<file path="src/rtl/usb_nrzi_tx_if.sv">
// Bit-stream handshake between the packet FSM (master) and the NRZI transmit stage (slave).
interface usb_nrzi_tx_if;
  logic bit_in;
  logic bit_valid;
  logic bit_last;
  logic bit_ready;

  modport master (output bit_in, output bit_valid, output bit_last, input bit_ready);
  modport slave  (input bit_in, input bit_valid, input bit_last, output bit_ready);
endinterface

</file>
<file path="src/rtl/usb_nrzi_tx.sv">
// USB serial transmit stage: bit stuffing, NRZI encoding and EOP generation
// feeding the DP/DM tristate drivers.
module usb_nrzi_tx #(
  parameter int STUFF_LEN      = 6,
  parameter int EOP_SE0_CYCLES = 2
) (
  input  logic               clock,
  input  logic               reset,
  usb_nrzi_tx_if.slave       bus,
  output logic               DP_out,
  output logic               DM_out,
  output logic               sending,
  output logic               tx_done,
  output logic               underflow_err
);

  localparam int ONES_W = $clog2(STUFF_LEN + 1);
  localparam int EOP_W  = $clog2(EOP_SE0_CYCLES + 1);

  localparam logic [ONES_W-1:0] STUFF_MAX = ONES_W'(STUFF_LEN);
  localparam logic [EOP_W-1:0]  EOP_LOAD  = EOP_W'(EOP_SE0_CYCLES);

  localparam logic [2:0] ST_IDLE    = 3'd0;
  localparam logic [2:0] ST_DATA    = 3'd1;
  localparam logic [2:0] ST_STUFF   = 3'd2;
  localparam logic [2:0] ST_EOP_SE0 = 3'd3;
  localparam logic [2:0] ST_EOP_J   = 3'd4;

  localparam logic [1:0] LINE_J   = 2'b10;
  localparam logic [1:0] LINE_SE0 = 2'b00;

  logic [2:0]        state_r;
  logic [ONES_W-1:0] ones_r;
  logic [EOP_W-1:0]  eop_cnt_r;
  logic              stuff_last_r;
  logic [1:0]        line_r;
  logic              sending_r;
  logic              tx_done_r;
  logic              underflow_r;

  logic              ready_s;
  logic              xfer_s;
  logic [ONES_W-1:0] ones_base_s;
  logic [ONES_W-1:0] ones_inc_s;
  logic              stuff_hit_s;
  logic [1:0]        line_bit_s;
  logic [2:0]        acc_next_s;

  // Handshake and per-bit encoding decisions derived from the current state.
  always_comb begin
    ready_s     = 1'b0;
    ones_base_s = ones_r;
    ones_inc_s  = '0;
    stuff_hit_s = 1'b0;
    line_bit_s  = line_r;
    acc_next_s  = ST_DATA;

    if (reset) begin
      ready_s = 1'b0;
    end else if ((state_r == ST_IDLE) || (state_r == ST_DATA)) begin
      ready_s = 1'b1;
    end else begin
      ready_s = 1'b0;
    end

    // A new packet always counts ones from zero.
    if (state_r == ST_IDLE) begin
      ones_base_s = '0;
    end else begin
      ones_base_s = ones_r;
    end

    if (bus.bit_in) begin
      ones_inc_s  = ones_base_s + ONES_W'(1);
      stuff_hit_s = (ones_inc_s == STUFF_MAX);
      line_bit_s  = line_r;
    end else begin
      ones_inc_s  = '0;
      stuff_hit_s = 1'b0;
      line_bit_s  = {line_r[0], line_r[1]};
    end

    if (stuff_hit_s) begin
      acc_next_s = ST_STUFF;
    end else if (bus.bit_last) begin
      acc_next_s = ST_EOP_SE0;
    end else begin
      acc_next_s = ST_DATA;
    end
  end

  assign xfer_s        = bus.bit_valid && ready_s;
  assign bus.bit_ready = ready_s;

  // Transmit FSM; every line level is registered on the edge that leaves a cycle.
  always_ff @(posedge clock) begin
    if (reset) begin
      state_r      <= ST_IDLE;
      ones_r       <= '0;
      eop_cnt_r    <= '0;
      stuff_last_r <= 1'b0;
      line_r       <= LINE_J;
      sending_r    <= 1'b0;
      tx_done_r    <= 1'b0;
      underflow_r  <= 1'b0;
    end else begin
      tx_done_r   <= 1'b0;
      underflow_r <= 1'b0;
      case (state_r)
        ST_IDLE: begin
          if (xfer_s) begin
            sending_r    <= 1'b1;
            line_r       <= line_bit_s;
            ones_r       <= ones_inc_s;
            stuff_last_r <= bus.bit_last;
            eop_cnt_r    <= EOP_LOAD;
            state_r      <= acc_next_s;
          end else begin
            line_r  <= LINE_J;
            state_r <= ST_IDLE;
          end
        end
        ST_DATA: begin
          if (xfer_s) begin
            line_r       <= line_bit_s;
            ones_r       <= ones_inc_s;
            stuff_last_r <= bus.bit_last;
            eop_cnt_r    <= EOP_LOAD;
            state_r      <= acc_next_s;
          end else begin
            // Source starved mid-packet: abort with a normal EOP.
            underflow_r <= 1'b1;
            eop_cnt_r   <= EOP_LOAD;
            state_r     <= ST_EOP_SE0;
          end
        end
        ST_STUFF: begin
          line_r    <= {line_r[0], line_r[1]};
          ones_r    <= '0;
          eop_cnt_r <= EOP_LOAD;
          state_r   <= stuff_last_r ? ST_EOP_SE0 : ST_DATA;
        end
        ST_EOP_SE0: begin
          if (eop_cnt_r == '0) begin
            line_r  <= LINE_J;
            state_r <= ST_EOP_J;
          end else begin
            line_r    <= LINE_SE0;
            eop_cnt_r <= eop_cnt_r - EOP_W'(1);
          end
        end
        ST_EOP_J: begin
          line_r    <= LINE_J;
          sending_r <= 1'b0;
          tx_done_r <= 1'b1;
          state_r   <= ST_IDLE;
        end
        default: begin
          line_r    <= LINE_J;
          sending_r <= 1'b0;
          state_r   <= ST_IDLE;
        end
      endcase
    end
  end

  assign DP_out        = line_r[1];
  assign DM_out        = line_r[0];
  assign sending       = sending_r;
  assign tx_done       = tx_done_r;
  assign underflow_err = underflow_r;

endmodule

</file>
<file path="src/flat_wrapper.sv">
// flat-port wrapper written by rule: the top's interface ports become plain ports
module usb_nrzi_tx_flat 
#(
  parameter int STUFF_LEN      = 6,
  parameter int EOP_SE0_CYCLES = 2
)
  (clock, reset, DP_out, DM_out, sending, tx_done, underflow_err, bus_bit_in, bus_bit_valid, bus_bit_last, bus_bit_ready);
  usb_nrzi_tx_if bus_i ();
  input  logic clock;
  input  logic reset;
  output logic DP_out;
  output logic DM_out;
  output logic sending;
  output logic tx_done;
  output logic underflow_err;
  input wire logic [$bits(bus_i.bit_in)-1:0] bus_bit_in;
  input wire logic [$bits(bus_i.bit_valid)-1:0] bus_bit_valid;
  input wire logic [$bits(bus_i.bit_last)-1:0] bus_bit_last;
  output wire logic [$bits(bus_i.bit_ready)-1:0] bus_bit_ready;
  assign bus_i.bit_in = bus_bit_in;
  assign bus_i.bit_valid = bus_bit_valid;
  assign bus_i.bit_last = bus_bit_last;
  assign bus_bit_ready = bus_i.bit_ready;
  usb_nrzi_tx #(.STUFF_LEN(STUFF_LEN), .EOP_SE0_CYCLES(EOP_SE0_CYCLES)) u_core (.clock(clock), .reset(reset), .bus(bus_i), .DP_out(DP_out), .DM_out(DM_out), .sending(sending), .tx_done(tx_done), .underflow_err(underflow_err));
endmodule
</file>
<file path="config.mk">
export PLATFORM = sky130hd
export DESIGN_NAME = usb_nrzi_tx_flat
export DESIGN_NICKNAME = d
export VERILOG_FILES = /design/src/rtl/usb_nrzi_tx_if.sv /design/src/rtl/usb_nrzi_tx.sv /design/src/flat_wrapper.sv
export SDC_FILE = /design/constraint.sdc
export NUM_CORES = 1
export LEC_CHECK = 0
export ABC_CLOCK_PERIOD_IN_PS = 4400
export BUFFER_PORTS_ARGS = -buffer_cell sky130_fd_sc_hd__buf_2
export CAP_MARGIN = 20
export CORE_MARGIN = 2
export CORE_UTILIZATION = 25
export DETAILED_ROUTE_END_ITERATION = 10
export SETUP_SLACK_MARGIN = 0.2
export SLEW_MARGIN = 10
export SYNTH_ARGS = -nofsm -noshare
export SYNTH_HDL_FRONTEND = slang
export SYNTH_SLANG_ARGS = --single-unit
</file>
<file path="constraint.sdc">
create_clock -name clock -period 4.4 [get_ports clock]
set_input_delay 0.44 -clock clock [delete_from_list [all_inputs] [get_ports clock]]
set_output_delay 0.44 -clock clock [all_outputs]
set_load 0.005 [all_outputs]
</file>
==> flow_summary.rst <==
.. list-table::
   :header-rows: 1

   * - Metric
     - Value
   * - Smallest setup slack after layout
     - about 2.3 ns
   * - Timing-limited maximum frequency
     - 0.482 GHz
   * - Final instance area
     - between 800 and 900 µm²
   * - Leading post-synthesis cells by cell area
     - sky130_fd_sc_hd__dfxtp_1, sky130_fd_sc_hd__ha_1, sky130_fd_sc_hd__nor2_1, sky130_fd_sc_hd__nor3_1, sky130_fd_sc_hd__nand2_1
   * - Vias in the first global route
     - slightly below 600
   * - Clock Pin Slew Worst Setup and Hold Paths
     - roughly 0.08 ns
   * - Router iterations before antenna repair
     - 4
   * - Kind of end point of the critical path
     - register
   * - Routed wire length per instance
     - about 12 µm
   * - Overall overflow remaining after global route
     - 0
   * - Crit path required time
     - approximately 4.6 ns
   * - Antenna violations before repair
     - 0
   * - Number of buffers on the longest clock path
     - 2
   * - Floorplan Core Area
     - ~3000 µm²
   * - Post-synthesis cell area
     - just under 800 µm²
   * - Number of setup violations in the final report
     - 0
   * - Utilization of the core after routing
     - between 20% and 30%
   * - Number of H-tree branching levels
     - 1
   * - Antenna-violating nets left
     - 0
   * - Most frequent cells after synthesis
     - sky130_fd_sc_hd__dfxtp_1, sky130_fd_sc_hd__nor2_1, sky130_fd_sc_hd__nand2_1
   * - Worst-Skew Late Latency
     - around 0.28 ns
   * - Max VDD drop
     - approximately 0.00013 V
   * - Asr flop ratio synth
     - 0%
   * - Unique cell type count in the Yosys netlist
     - 34
   * - Clock tree skew after final layout
     - ~0.004 ns
   * - Critical path fanouts, max
     - 19
   * - PD cells
     - approximately 320 nW/µm²
   * - GRT Resource Usage Total
     - a little over a tenth
   * - Lkg Pwr
     - around 0.36 nW
   * - Antenna fix cells
     - 0
   * - Hpwl dp
     - 1160 µm
   * - Cells along the critical path
     - or3_1, nand2_1, inv_1, ha_1, xnor2_1, nand3_1, a2111oi_2
   * - Arrival time worst endpoint
     - 2.26 ns
   * - Hold Path Class
     - input port to register
   * - Top flip-flop cell by instance count after synthesis
     - sky130_fd_sc_hd__dfxtp_1
   * - Portion of synthesized cell area occupied by the leading cell type
     - 36.5%
   * - Sequential-to-total area share from yosys stat
     - a little over a third
   * - Die outline width
     - 59.4 µm
   * - Clock sink count
     - 14
   * - Die ar.
     - 3530 µm²
   * - Postcts setup bufs
     - 0
   * - Worst slew pin tran
     - ~0.60 ns
   * - RSZ-0062 raised after global routing
     - false
   * - Placed standard-cell area
     - 820 µm²
   * - PostCTS Resize Cnt
     - 0
   * - Number of flip-flops and latches in the synthesized netlist
     - 14
   * - Area added between synthesis and finish
     - 9.61%
   * - Final estimated routing congestion in global placement
     - just under 0.8
   * - Clock root buffer master
     - sky130_fd_sc_hd__clkbuf_4
   * - TNS Setup
     - 0 ns
   * - Initial core utilization
     - 25.8%
   * - Period utilisation layout
     - between 40 and 50%
   * - Max-capacitance violation count
     - 0
   * - CP delay by family, top
     - simple AND/OR/NAND/NOR gates
   * - Vertical extent of the die
     - between 50 and 60 µm
   * - DRT iter0 DRCs
     - 7
   * - Final number of hold-violating endpoints
     - 0
   * - Post-layout min period
     - roughly 2.1 ns
   * - Count of vias placed by the detailed router
     - roughly 630
   * - Routed wire length
     - ~1600 µm
   * - Fraction of final layout cells sized beyond drive strength 1
     - 19.8%
   * - Kind of start point of the critical path
     - register
   * - Buf/Inv on CP
     - 1
   * - Vias per Instance
     - 4.88
   * - WS Path Type
     - register to register
   * - Outcome
     - finished, final reports clean
   * - Pins over their slew limit
     - 0
   * - Number of flops mapped to enable cells by yosys
     - 0
   * - Number of input and output port buffers inserted
     - 10
   * - Synth warn
     - 0
   * - Row Count
     - 20
   * - Number of CTS-inserted buffers
     - 3
   * - Synth Instances
     - slightly below 90
   * - Number of placed I/O pins
     - 11
   * - Number of remaining DRC errors
     - 0
   * - Worst slew margin
     - about three fifths
   * - Count of nets after finishing
     - roughly 110
   * - Stage delay of the slowest cell on the critical path
     - 0.50 ns
   * - Largest net degree at the start of global routing
     - 20
   * - Cell with the most instances after synthesis
     - sky130_fd_sc_hd__dfxtp_1
   * - Synthesized Nets
     - between 90 and 100
   * - First-pass GRT wire length
     - between 2000 and 3000 µm
   * - Number of buffers inserted for hold repair after clock tree synthesis
     - 0
   * - Post-placement worst setup slack
     - between 2 and 2.5 ns
   * - CTS tree
     - done
   * - Average cell area after synthesis
     - approximately 8.6 µm²
   * - Slowest-stage cell, CP
     - sky130_fd_sc_hd__dfxtp_1
   * - Post-synthesis cell type with the largest combined area
     - sky130_fd_sc_hd__dfxtp_1
   * - Layout fillers
     - 332
cell usage in the layout, fill, tap and decap left out, types with 3 or more instances in the layout:
master                      n
sky130_fd_sc_hd__buf_2     10
sky130_fd_sc_hd__nand2_1    7
sky130_fd_sc_hd__nor2_1     9
sky130_fd_sc_hd__nand3_1    3
sky130_fd_sc_hd__nand2b_1   4
sky130_fd_sc_hd__nor3_1     6
sky130_fd_sc_hd__ha_1       3
sky130_fd_sc_hd__dfxtp_1   14
sky130_fd_sc_hd__clkbuf_4   3
sky130_fd_sc_hd__inv_1      6
sky130_fd_sc_hd__a21oi_1    3
where the power goes:
group	total [W]	leakage, nW	switching (W)	internal (W)
combinational	0.0000509	0.227	0.0000276	0.0000233
sequential	0.000149	0.115	0.0000134	0.000135
clock	0.0000722	0.0138	0.0000405	0.0000317
total	0.000272	0.356	0.0000814	0.000191
routing by layer:
| layer | up-vias | track usage (%) | share of wire [%] | wire length (µm) |
|---|---|---|---|---|
| met5 | - | 0 | 0 | 0 |
| met4 | 0 | 2.92 | 0.82 | 13 |
| met3 | 2 | 3.93 | 4.6 | 73 |
| met2 | 12 | 16.0 | 44 | 702 |
| met1 | 285 | 14.8 | 50 | 799 |
| li1 | 330 | - | - | - |
cell families after synthesis:
logic type	Yosys count	synth area share, %
DFF	14	36.5
adders and majority gates	3	4.89
and+or+nand+nor	39	28.7
xor gates and xnor gates	1	1.14
buffers and inverters	12	8.14
AOI/OAI and AO/OA	20	20.7
stage by stage:
stage                     total power (W)  hold slack (ns)  instances
after floorplan                  0.000190            0.430         89
after global placement           0.000201            0.448        126
after detailed placement         0.000203            0.454        126
after CTS                        0.000277            0.403        129
after global routing             0.000290            0.443        129
final                            0.000272            0.410        129
sequential cells by signal, summed over array words and instances, names as in the netlist:
name,count
u_core.state_r,3
u_core.eop_cnt_r,2
u_core.line_r,2
u_core.ones_r,3
u_core.tx_done,1
u_core.stuff_last_r,1
u_core.underflow_err,1
u_core.sending,1
final timing paths:
path / start / to / cells past startpoint / slack [ns]
setup / recovery: u_core.state_r[1] / u_core.state_r[1] / 7 / 2.32
hold / removal: bus_bit_last / u_core.stuff_last_r / 3 / 0.41
setup reg to reg: u_core.state_r[1] / u_core.state_r[1] / 7 / 2.32
hold reg to reg: u_core.eop_cnt_r[0] / u_core.eop_cnt_r[0] / 2 / 0.46
worst min-delay path: stages:
cell,delay [ns]
sky130_fd_sc_hd__buf_2,0.11
sky130_fd_sc_hd__nand2_1,0.05
sky130_fd_sc_hd__a21oi_1,0.05
cell type report:
cell class	count	area (µm²)	area share, %
multi-input cells	63	425	50.5
flip-flops and latches	14	280	33.3
repair buffers	10	50.0	5.94
well taps	33	41.3	4.90
clock buffers	3	22.5	2.67
inverters	6	22.5	2.67
Note: power is estimated with default switching activity, not from simulation.
